$ cat src/rtl/mac_host.sv
// Host-side initiator for the bit-serial MAC: takes parallel A/B/C, drives one
// serial START/READY/END transaction, and returns the deserialised A*B+C with an error flag.
module mac_host #(
    parameter int A_W = 4,
    parameter int C_W = 8
) (
    input  logic           CLK,
    input  logic           RST,
    input  logic           IN_VALID,
    output logic           IN_READY,
    input  logic [A_W-1:0] A_IN,
    input  logic [A_W-1:0] B_IN,
    input  logic [C_W-1:0] C_IN,
    output logic           OUT_VALID,
    input  logic           OUT_READY,
    output logic [C_W:0]   RESULT,
    output logic           ERR,
    output logic           MAC_START,
    input  logic           MAC_READY,
    output logic           MAC_A,
    output logic           MAC_B,
    output logic           MAC_C,
    input  logic           MAC_O,
    input  logic           MAC_O_VALID,
    input  logic           MAC_END
);

    localparam int K_W = $clog2(C_W + 3);

    localparam logic [1:0] IDLE = 2'd0;
    localparam logic [1:0] WAIT = 2'd1;
    localparam logic [1:0] RUN  = 2'd2;
    localparam logic [1:0] DONE = 2'd3;

    localparam logic [K_W-1:0] K_LAST = K_W'(C_W + 1);
    localparam logic [K_W-1:0] K_A    = K_W'(A_W);
    localparam logic [K_W-1:0] K_C    = K_W'(C_W);

    logic [1:0]     state_r;
    logic [K_W-1:0] k_r;
    logic [K_W-1:0] nbits_r;
    logic [K_W-1:0] nbits_nx_s;
    logic [A_W-1:0] a_sh_r;
    logic [A_W-1:0] b_sh_r;
    logic [C_W-1:0] c_sh_r;
    logic [C_W:0]   res_r;
    logic [C_W:0]   res_nx_s;
    logic           err_r;
    logic           end_early_r;

    // Result capture: shift serial O in from the top so the first bit lands at the LSB.
    always_comb begin
        res_nx_s   = res_r;
        nbits_nx_s = nbits_r;
        if ((state_r == RUN) && MAC_O_VALID) begin
            res_nx_s   = {MAC_O, res_r[C_W:1]};
            nbits_nx_s = nbits_r + K_W'(1);
        end else begin
            res_nx_s   = res_r;
            nbits_nx_s = nbits_r;
        end
    end

    // Transaction sequencer and operand/result shift registers.
    always_ff @(posedge CLK or negedge RST) begin
        if (!RST) begin
            state_r     <= IDLE;
            k_r         <= '0;
            nbits_r     <= '0;
            a_sh_r      <= '0;
            b_sh_r      <= '0;
            c_sh_r      <= '0;
            res_r       <= '0;
            err_r       <= 1'b0;
            end_early_r <= 1'b0;
        end else begin
            case (state_r)
                IDLE: begin
                    if (IN_VALID) begin
                        a_sh_r      <= A_IN;
                        b_sh_r      <= B_IN;
                        c_sh_r      <= C_IN;
                        res_r       <= '0;
                        nbits_r     <= '0;
                        err_r       <= 1'b0;
                        end_early_r <= 1'b0;
                        state_r     <= WAIT;
                    end
                end
                WAIT: begin
                    if (MAC_READY) begin
                        k_r     <= '0;
                        state_r <= RUN;
                    end
                end
                RUN: begin
                    a_sh_r  <= {1'b0, a_sh_r[A_W-1:1]};
                    b_sh_r  <= {1'b0, b_sh_r[A_W-1:1]};
                    c_sh_r  <= {1'b0, c_sh_r[C_W-1:1]};
                    res_r   <= res_nx_s;
                    nbits_r <= nbits_nx_s;
                    if (k_r == K_LAST) begin
                        err_r   <= !MAC_END || (nbits_nx_s != K_LAST) || end_early_r;
                        state_r <= DONE;
                    end else begin
                        k_r <= k_r + K_W'(1);
                        if (MAC_END) begin
                            end_early_r <= 1'b1;
                        end
                    end
                end
                DONE: begin
                    if (OUT_READY) begin
                        state_r <= IDLE;
                    end
                end
                default: begin
                    state_r <= IDLE;
                end
            endcase
        end
    end

    // Every output is a decode of flops only; nothing from the MAC side passes through.
    assign IN_READY  = (state_r == IDLE);
    assign OUT_VALID = (state_r == DONE);
    assign RESULT    = res_r;
    assign ERR       = err_r;
    assign MAC_START = (state_r == RUN) && (k_r == '0);
    assign MAC_A     = ((state_r == RUN) && (k_r < K_A)) ? a_sh_r[0] : 1'b0;
    assign MAC_B     = ((state_r == RUN) && (k_r < K_A)) ? b_sh_r[0] : 1'b0;
    assign MAC_C     = ((state_r == RUN) && (k_r < K_C)) ? c_sh_r[0] : 1'b0;

endmodule
$ cat config.mk
export PLATFORM = sky130hd
export DESIGN_NAME = mac_host
export DESIGN_NICKNAME = d
export VERILOG_FILES = /design/src/rtl/mac_host.sv
export SDC_FILE = /design/constraint.sdc
export NUM_CORES = 1
export LEC_CHECK = 0
export ABC_AREA = 1
export BUFFER_PORTS_ARGS = -buffer_cell sky130_fd_sc_hd__buf_2
export CORE_AREA = 3 3 70 72
export CTS_CLUSTER_DIAMETER = 120
export DETAILED_ROUTE_END_ITERATION = 8
export DIE_AREA = 0 0 73 75
export MAX_ROUTING_LAYER = met4
export PLACE_DENSITY = 0.74
export SYNTH_ARGS = -nofsm -noshare
export SYNTH_HDL_FRONTEND = slang
export SYNTH_SLANG_ARGS = --single-unit
$ cat constraint.sdc
create_clock -name CLK -period 1.8 [get_ports CLK]
set_input_delay 0.09 -clock CLK [delete_from_list [all_inputs] [get_ports CLK]]
set_output_delay 0.09 -clock CLK [all_outputs]
set_load 0.05 [all_outputs]
# --- Word level (Yosys, flattened, before mapping) ---
# Cells that the tools add are included.
# Widths: inputs -> output; s select.
word_totals:
  register_bits: 37
  latchBits: 0
  ramBits: 0
  romBits: 0
  in_bits: 24
  output_inout_bits: 16
  elab_cells: 71
  n_memories: 0
op_classes:
  addsub: 2
  multipliers: 0
  div_mod_pow: 0
  n_lt_le_gt_ge: 2
  eq_ne: 12
  shifts: 0
  muxes: 29
  n_bitwise: 0
  n_reduce_logical: 17
ops:
  columns: ["operator", "count"]
  rows:
  - ["$pmux 4 s2", 4]
  - ["$mux 4", 6]
  - ["$mux 9", 2]
  - ["$pmux 9 s2", 1]
  - ["$pmux 8 s2", 1]
  - ["$reduce_and 3->1", 3]
  - ["$add 4x1->4 const B", 2]
  - ["$mux 2", 4]
  - ["$mux 8", 1]
  - ["$ne 2x2->1 const B", 4]
  - ["$pmux 2 s4", 1]
  - ["$reduce_and 4->1", 2]
  - ["$mux 1", 7]
  - ["$ne 2x1->1 const B", 3]
  - ["$eq 2x2->1 const B", 2]
  - ["$eq 4x4->1 const B", 1]
  - ["$logic_and 1x1->1", 4]
  - ["$logic_not 4->1", 1]
  - ["$lt 4x3->1 const B", 1]
  - ["$lt 4x4->1 const B", 1]
  - ["$ne 4x4->1 const B", 1]
  - ["$pmux 1 s2", 2]
  - ["$reduce_bool 2->1", 2]
  - ["$eq 2x1->1 const B", 1]
  - ["other kinds (4)", 5]

# --- Longest topological paths before layout ---
# Gate-level depths: netlist of the first run.
logic_depth:
  ltp_word: 8
  depth_mapped: 11
  ltp_nobuf: 10

# --- Worst setup path before layout of the first run ---
# No wires, ideal clock.
synth_timing:
  kind: "register to output"
  startpoint: "register state_r[0]"
  endpoint: "output port MAC_C"
  arrival_ns: 2.157
  required_ns: 1.710
  slack_ns: -0.447
  stages_incl_launch_ff: 7
  n_path_buf: 2
  cell_sequence: "dfrtp_1 inv_1 ha_1 buf_6 inv_2 buf_4 nor3b_1"
synth_between:
  elab_chain_cells: 3
synth_lines:
  columns: ["item", "line", "rtl"]
  rows:
  - ["start, declared", "39", "logic [1:0] state_r;"]
  - ["start signal, assigned", "67", "state_r <= IDLE;"]
  - ["start signal, assigned", "87", "state_r <= WAIT;"]
  - ["start signal, assigned", "93", "state_r <= RUN;"]
  - ["$eq 2x2->1", "132", "assign MAC_C = ((state_r == RUN) && (k_r < K_C)) ? c_sh_r[0] : 1'b0;"]
  - ["$logic_and 1x1->1", "132", null]
  - ["$mux 1", "132", null]
  - ["end, declared", "22", "output logic MAC_C,"]
# Every way passes these cells.

# --- Final worst setup path of the first run ---
# Same ends and word-level chain as after synthesis.

==> impl_table.tex, run 1 <==
\begin{tabular}{lr}
\hline
Metric & Value \\
\hline
\multicolumn{2}{l}{\textbf{Place}} \\
Dpl cell area & between 2000 and 2500 µm² \\
Detailed Place HPWL & 2.98 mm \\
Worst Setup Slack post-DPL & $\sim$0.20 ns \\
Last weighted congestion value of the routability-driven placer & $\sim$0.94 \\
\# port buffers & 39 \\
\multicolumn{2}{l}{\textbf{Min path}} \\
Destination of the worst hold path & b\_sh\_r[3] \\
Worst hold stages & 3 \\
Path type of the worst min-delay path & in -> reg \\
Start point of the worst min-delay path & B\_IN[3] \\
\multicolumn{2}{l}{\textbf{Die}} \\
Height of the chip & between 70 and 80 µm \\
Core area & 4350 µm² \\
Starting Density & 0.443 \\
I/O Pins & 40 \\
Horizontal extent of the die & about 73 µm \\
Std cell rows & 24 \\
Floorplan die area & around 5500 µm² \\
\multicolumn{2}{l}{\textbf{Layout}} \\
Share of post-route cells with drive strength above 1 & 0.228 \\
Antenna diodes & 0 \\
Area of all placed cells without fillers & between 2000 and 2500 µm² \\
Final net count & around 320 \\
Post-Route Utilization & 0.523 \\
Relative area change from synthesis to final layout & 18.1\% \\
\multicolumn{2}{l}{\textbf{Pwr}} \\
Leakage power of the design & between 1 and 1.5 nW \\
Cell area power density & around 1600 nW/µm² \\
Worst supply voltage drop on vdd & around 710 µV \\
\multicolumn{2}{l}{\textbf{Worst setup path}} \\
Critical path arrival & 1.61 ns \\
Launching point of the worst reg2reg path & state\_r[0] \\
Crit Path Class & reg -> out \\
CP Capture Type & output port \\
Setup crit start kind & flop \\
Crit Reg-Reg Endpoint & state\_r[0] \\
Required time of the critical path & approximately 1.7 ns \\
FF-to-FF setup slack & $\sim$0.19 ns \\
Number of cells on the worst reg-to-reg path & 8 \\
Highest fanout seen on the critical path & 7 \\
\multicolumn{2}{l}{\textbf{Timing}} \\
Worst setup slack after layout & approximately 0.099 ns \\
Post-route clock skew & $\sim$0.0079 ns \\
Final Hold Slack & around 0.042 ns \\
Post-Route Setup TNS & 0 ns \\
Slew of the pin with the lowest slew margin & about 0.47 ns \\
Relative slew margins & 0.687 \\
Time the worst path needs with I/O delays and setup & around 1.7 ns \\
RSZ-0062 raised after global routing & false \\
FMAX & a little under 600 MHz \\
Number of endpoints with negative hold slack in the final report & 0 \\
Final slew viol count & 0 \\
Setup-violating endpoint count in the final report & 0 \\
Final cycle utilization of the critical path & 0.945 \\
\multicolumn{2}{l}{\textbf{Synthesis}} \\
Yosys cell types & 22 \\
Share of the synthesized area in compound gates (AO/OA/AOI/OAI) & 0.0921 \\
Area share of fa/ha/maj cells after synthesis & 0.0584 \\
Number of synthesized register bits & 37 \\
Average footprint of a synthesized cell & $\sim$8.1 µm² \\
Share of the yosys chip area belonging to registers & 0.480 \\
Post-synthesis cell count & $\sim$240 \\
Post-synthesis share of cell area spent on xor and xnor gates & 0.00908 \\
Simple-Gate Fraction of Synth Area & 0.283 \\
Cell area after synthesis & 1930 µm² \\
Yosys Warn Count & 0 \\
Largest family of logic cells by synthesized area & simple AND/OR/NAND/NOR gates \\
Share of cell area taken by muxes after synthesis & 0 \\
Synth Net Count & 270 \\
\multicolumn{2}{l}{\textbf{Clock network}} \\
CTS tree & built \\
Number of buffers inserted during clock tree synthesis & 5 \\
Clock transition at path regs & 0.07 ns \\
Number of H-tree levels & 2 \\
Num Clock Sinks & 37 \\
Cell chosen for the clock root & clkbuf\_8 \\
Maximum clock path buffer count & 2 \\
Clock latency of the later-clocked register in the worst-skew pair & between 0.2 and 0.3 ns \\
\multicolumn{2}{l}{\textbf{Detailed routing}} \\
Detailed-routing iteration count for the pre-antenna-repair pass & 4 \\
Wire length reported by the detailed router & 4.13 mm \\
Number of vias in the routed layout & 1683 \\
Remaining routing DRC violations & 0 \\
DRC marker count from the first detailed-route iteration & between 100 and 150 \\
Post-DRT Antenna Nets & 0 \\
Detail-routed net length per standard cell & 12.4 µm \\
Drt via density & roughly 5 \\
\multicolumn{2}{l}{\textbf{Job}} \\
Maxcap violations & 0 \\
\multicolumn{2}{l}{\textbf{Global routing}} \\
Largest net degree at the start of global routing & 38 \\
Number of antenna violations at the first check in global routing & 0 \\
Wire length of the first global-routing pass & around 6.8 mm \\
Total congestion overflow after global routing & 0 \\
Vias in the first global route & $\sim$1500 \\
Aggregate global-route resource usage & 0.166 \\
\multicolumn{2}{l}{\textbf{Run status}} \\
Run status & complete, no violations \\
\hline
\end{tabular}
## metrics by stage
| step | instances | total power [W] |
|---|---|---|
| finish | 333 | 0.00368 |
| CTS | 333 | 0.00371 |
| global route | 333 | 0.00398 |
| detailed placement | 326 | 0.00315 |
| global placement | 326 | 0.00310 |
| floorplan | 237 | 0.00273 |
## state kept, by name, summed over array words and instances, names as in the netlist
signal,flops
b_sh_r,4
RESULT,9
end_early_r,1
state_r,2
k_r,4
c_sh_r,8
nbits_r,4
ERR,1
a_sh_r,4
## critical path: stages (launching register included)
cell and delay, ns:
dfrtp_1 0.42, inv_1 0.12, ha_2 0.26, inv_2 0.12, nor3b_2 0.22, buf_6 0.19
## area by class of cell
| class | instances | area (µm²) |
|---|---|---|
| multi-input combinational | 171 | 862 |
| inverter | 20 | 75.1 |
| timing repair buffer | 47 | 277 |
| sequential | 37 | 926 |
| clock buffer | 5 | 68.8 |
| clock inverter | 1 | 5.00 |
| tap | 52 | 65.1 |
| fill | 420 | 2080 |
## timing repair
item / CTS / global route
pin swaps: 0 / 0
gates resized for setup: 2 / 1
buffers inserted: 0 / 0
endpoints found under the hold margin: 37 / 0
hold buffers: 1 / 0
endpoints found under the setup margin: 1 / 1
## synthesized netlist by cell type (all sizes together)
master	number	area share
ha	9	0.058
o21ai	11	0.030
nand3	25	0.065
a2bb2oi	1	0.0045
dfrtp	37	0.48
a21oi	1	0.0084
o22ai	2	0.0065
xor2	2	0.0091
nor2	27	0.053
buf	9	0.038
nand4	1	0.0032
inv	20	0.039
nor3	1	0.0026
a31oi	13	0.042
nor3b	1	0.0039
nand2	77	0.16
## report_power, final
group / leakage, nW / total, W / internal, W / switching, W
sequential: 0.469 / 0.00126 / 0.00110 / 0.000169
clock: 0.0399 / 0.000528 / 0.000255 / 0.000274
combinational: 0.702 / 0.00189 / 0.000629 / 0.00126
## logic make-up (layout without fill, tap and decap cells)
group	Yosys count	after routing
buffers and inverters	29	73
and+or+nand+nor	132	132
adders and majority gates	9	9
xor gates and xnor gates	2	2
AOI/OAI and AO/OA	28	28
DFF	37	37
## layer usage
layer | GRT usage | share of wire | wire (µm)
met2 | 0.254 | 0.48 | 1980
met3 | 0.0401 | 0.066 | 274
met1 | 0.217 | 0.44 | 1830
met4 | 0.0574 | 0.011 | 44
met5 | - | 0 | 0
## worst max-delay path by stage
stage          startpoint    end  slack (ns)  cells past startpoint
6_report       state_r[0]  MAC_C         0.1                      5
5_1_grt        state_r[0]  MAC_C       0.004                      5
4_1_cts        state_r[0]  MAC_C        0.06                      5
3_5_place_dp   state_r[0]    ERR        0.20                     10
3_3_place_gp   state_r[0]    ERR        0.26                     10
2_1_floorplan  state_r[0]  MAC_A       -0.08                      7
## cells in the final DEF (no fill, tap or decap), types with 6 or more instances in the layout
cell type / count
dfrtp_1: 37
inv_1: 17
buf_2: 38
nand2_1: 72
nor2_1: 27
a31oi_1: 13
nand3_1: 25
o21ai_0: 9
ha_1: 8
buf_4: 6
Note: power is estimated with default switching activity, not from simulation.
==> inputs of run 2 (changes only) <==
--- a/config.mk
+++ b/config.mk
@@ -12,7 +12,7 @@
 export DETAILED_ROUTE_END_ITERATION = 8
 export DIE_AREA = 0 0 73 75
 export MAX_ROUTING_LAYER = met4
-export PLACE_DENSITY = 0.74
+export PLACE_DENSITY = 0.76
 export SYNTH_ARGS = -nofsm -noshare
 export SYNTH_HDL_FRONTEND = slang
 export SYNTH_SLANG_ARGS = --single-unit
==> constraint.sdc (replaced) <==
create_clock -name CLK -period 1.4 [get_ports CLK]
set_input_delay 0.07 -clock CLK [delete_from_list [all_inputs] [get_ports CLK]]
set_output_delay 0.07 -clock CLK [all_outputs]
set_load 0.05 [all_outputs]
==> run 2 against run 1 <==
Flip-flop and latch count unchanged. Final area up 24%. Core utilization up 12 points. Hold slack worse by 0.029 ns. Highest routed layer unchanged. Sequential power up 30%. The flow now finishes with violations (setup timing). Worst setup slack worse by 0.24 ns. Register-to-register slack worse by 0.30 ns. Total power up 74%. Combinational power up 100%. Clock skew down 0.0024 ns. Non-clock buffer count up 23. Largest cell class is now multi-input combinational cells.
==> impl_table.tex, run 2 (synthesis gave the netlist of run 1 again) <==
\begin{tabular}{lr}
\hline
Metric & Value \\
\hline
\multicolumn{2}{l}{\textbf{Layout}} \\
Relative area change from synthesis to final layout & 46.0\% (was 18.1\%) \\
Area taken by multi-input logic gates & 1100 µm² (was 862 µm²) \\
Area of all sequential standard cells & 927 µm² (was 926 µm²) \\
Antenna diodes & 0 (unchanged) \\
Commonest cells after routing, fill and taps aside & nand2\_1, dfrtp\_1, buf\_2, buf\_4, nand3\_1 (was nand2\_1, buf\_2, dfrtp\_1, nor2\_1, nand3\_1) \\
Share of post-route cells with drive strength above 1 & 0.386 (was 0.228) \\
Most common library cell in the layout ignoring fill and taps & nand2\_1 (unchanged) \\
Number of flip-flops under the largest register name & 9 (unchanged) \\
Fill count & 344 (was 420) \\
Final net count & 340 (was 315) \\
\multicolumn{2}{l}{\textbf{Job}} \\
Maxcap violations & 0 (unchanged) \\
\multicolumn{2}{l}{\textbf{Worst setup path}} \\
Critical path's slowest cell & dfrtp\_1 (unchanged) \\
Setup crit start kind & flop (unchanged) \\
Crit Path Class & reg -> out (unchanged) \\
CP Capture Type & output port (unchanged) \\
Critical Path, Cell by Cell & inv\_2 -> ha\_4 -> buf\_6 -> nand2\_8 -> nor2\_4 -> buf\_8 (was inv\_1 -> ha\_2 -> inv\_2 -> nor3b\_2 -> buf\_6) \\
Highest fanout seen on the critical path & 7 (unchanged) \\
Critical path arrival & 1.47 ns (was 1.61 ns) \\
Worst path max stage delay & 0.40 ns (was 0.42 ns) \\
FF-to-FF setup slack & -0.11 ns (was 0.19 ns) \\
Required time of the critical path & 1.33 ns (was 1.71 ns) \\
\multicolumn{2}{l}{\textbf{Clock network}} \\
CTS tree & built (unchanged) \\
Number of H-tree levels & 2 (unchanged) \\
Number of buffers inserted during clock tree synthesis & 5 (unchanged) \\
Maximum clock path buffer count & 2 (unchanged) \\
Num Clock Sinks & 37 (unchanged) \\
Cell chosen for the clock root & clkbuf\_8 (unchanged) \\
Clock transition at path regs & 0.07 ns (about the same) \\
Clock latency of the later-clocked register in the worst-skew pair & 0.29 ns (about the same) \\
\multicolumn{2}{l}{\textbf{Detailed routing}} \\
Detailed-routing iteration count for the pre-antenna-repair pass & 4 (unchanged) \\
Drt via density & 5.14 (was 5.05) \\
Detail-routed net length per standard cell & 13.5 µm (was 12.4 µm) \\
DRC marker count from the first detailed-route iteration & 132 (was 149) \\
Number of vias in the routed layout & 1849 (was 1683) \\
Wire length reported by the detailed router & 4.85 mm (was 4.13 mm) \\
Post-DRT Antenna Nets & 0 (unchanged) \\
Remaining routing DRC violations & 0 (unchanged) \\
\multicolumn{2}{l}{\textbf{Die}} \\
I/O Pins & 40 (unchanged) \\
Height of the chip & 75 µm (unchanged) \\
Core area & 4350 µm² (unchanged) \\
Floorplan die area & 5480 µm² (unchanged) \\
Starting Density & 0.443 (unchanged) \\
Horizontal extent of the die & 73 µm (unchanged) \\
Std cell rows & 24 (unchanged) \\
\multicolumn{2}{l}{\textbf{Global routing}} \\
Wire length of the first global-routing pass & 7.51 mm (was 6.77 mm) \\
Vias in the first global route & 1709 (was 1496) \\
Largest net degree at the start of global routing & 38 (unchanged) \\
Aggregate global-route resource usage & 0.182 (was 0.166) \\
Total congestion overflow after global routing & 0 (unchanged) \\
Number of antenna violations at the first check in global routing & 0 (unchanged) \\
\multicolumn{2}{l}{\textbf{Timing}} \\
Final Hold Slack & 0.0127 ns (was 0.0418 ns) \\
Final slew viol count & 0 (unchanged) \\
Post-route clock skew & 0.00550 ns (was 0.00793 ns) \\
FMAX & between 600 and 700 MHz \\
Final cycle utilization of the critical path & 1.10 \\
Time the worst path needs with I/O delays and setup & 1.54 ns \\
Slew of the pin with the lowest slew margin & 0.473 ns (was 0.470 ns) \\
RSZ-0062 raised after global routing & true (was false) \\
Relative slew margins & 0.685 (was 0.687) \\
Number of endpoints with negative hold slack in the final report & 0 (unchanged) \\
Worst setup slack after layout & -0.142 ns (was 0.0988 ns) \\
Setup-violating endpoint count in the final report & 27 (was 0) \\
\multicolumn{2}{l}{\textbf{Run status}} \\
Violations in the final reports & setup timing \\
Run status & complete, but fails checks (was complete, no violations) \\
\multicolumn{2}{l}{\textbf{Place}} \\
Detailed Place HPWL & 3.19 mm (was 2.98 mm) \\
Worst Setup Slack post-DPL & -0.110 ns (was 0.197 ns) \\
\# port buffers & 39 (unchanged) \\
Last weighted congestion value of the routability-driven placer & 0.823 (was 0.941) \\
\multicolumn{2}{l}{\textbf{Pwr}} \\
Worst supply voltage drop on vdd & 1190 µV (was 712 µV) \\
Cell area power density & 2270 nW/µm² (was 1620 nW/µm²) \\
Leakage power of the design & 1.40 nW (was 1.21 nW) \\
\multicolumn{2}{l}{\textbf{Min path}} \\
Path type of the worst min-delay path & in -> reg (unchanged) \\
\hline
\end{tabular}
run 2: cell types whose count changed in the layout (fill, tap and decap cells not counted), sizes merged:
cell | previous run | this run
nand2 | 77 | 78
clkbuf | 5 | 7
bufinv | 0 | 1
o21ai | 11 | 12
buf | 46 | 69
clkinv | 1 | 0
run 2: critical path: cells and delay by family, from the launching register on:
kind          cells  cell delay [ns]
buf+inv           3             0.38
fa+ha+maj         1             0.22
simple gates      2             0.18
flops             1             0.40
run 2: worst paths after layout:
path                            start          to  depth (start not counted)
setup / recovery           state_r[0]       MAC_A                          6
hold / removal                  MAC_O   RESULT[8]                          3
setup reg to reg           state_r[0]         ERR                         10
hold reg to reg             RESULT[0]   RESULT[0]                          2
max in group asynchronous         RST  state_r[1]                          3
min in group asynchronous         RST   RESULT[5]                          3
run 2: final cells by class:
| cell class | count | area share |
|---|---|---|
| inverter | 20 | 0.0302 |
| multi-input combinational | 173 | 0.391 |
| clock buffer | 7 | 0.0307 |
| tap | 52 | 0.0231 |
| sequential | 37 | 0.329 |
| timing repair buffer | 70 | 0.185 |
| clock inverter | 1 | 0.0107 |
run 2: per-layer routing:
| metal | share of wire | global-route usage | vias to the layer above | wire length, µm |
|---|---|---|---|---|
| li1 | - | - | 913 | - |
| met1 | 0.43 | 0.221 | 865 | 2070 |
| met2 | 0.50 | 0.302 | 57 | 2410 |
| met3 | 0.046 | 0.0254 | 14 | 225 |
| met4 | 0.031 | 0.0840 | 0 | 150 |
| met5 | 0 | - | - | 0 |
run 2: report_power, final:
part	switching [W]	leakage (nW)	total, W	internal [W]
clock network	0.000373	0.0585	0.000954	0.000581
registers	0.000224	0.468	0.00164	0.00141
logic	0.00215	0.874	0.00381	0.00166
run 2: timing repair:
item | in CTS | in global routing
resized for setup | 29 | 36
hold buffers | 1 | 0
endpoints found under the hold margin | 37 | 0
setup buffers | 5 | 5
gates cloned | 3 | 1
endpoints found under the setup margin | 38 | 39
pin swaps | 6 | 9
run 2: per-stage QoR:
step	utilization	instances	total power [W]	TNS (ns)	area, µm²
floorplan	-	237	0.00372	-2.24	2010
global placement	0.540	341	0.00438	-0.0663	2350
detailed placement	0.540	341	0.00446	-1.86	2350
CTS	0.609	357	0.00599	-1.29	2650
global route	0.647	360	0.00682	-4.00	2820
finish	0.647	360	0.00640	-1.32	2820
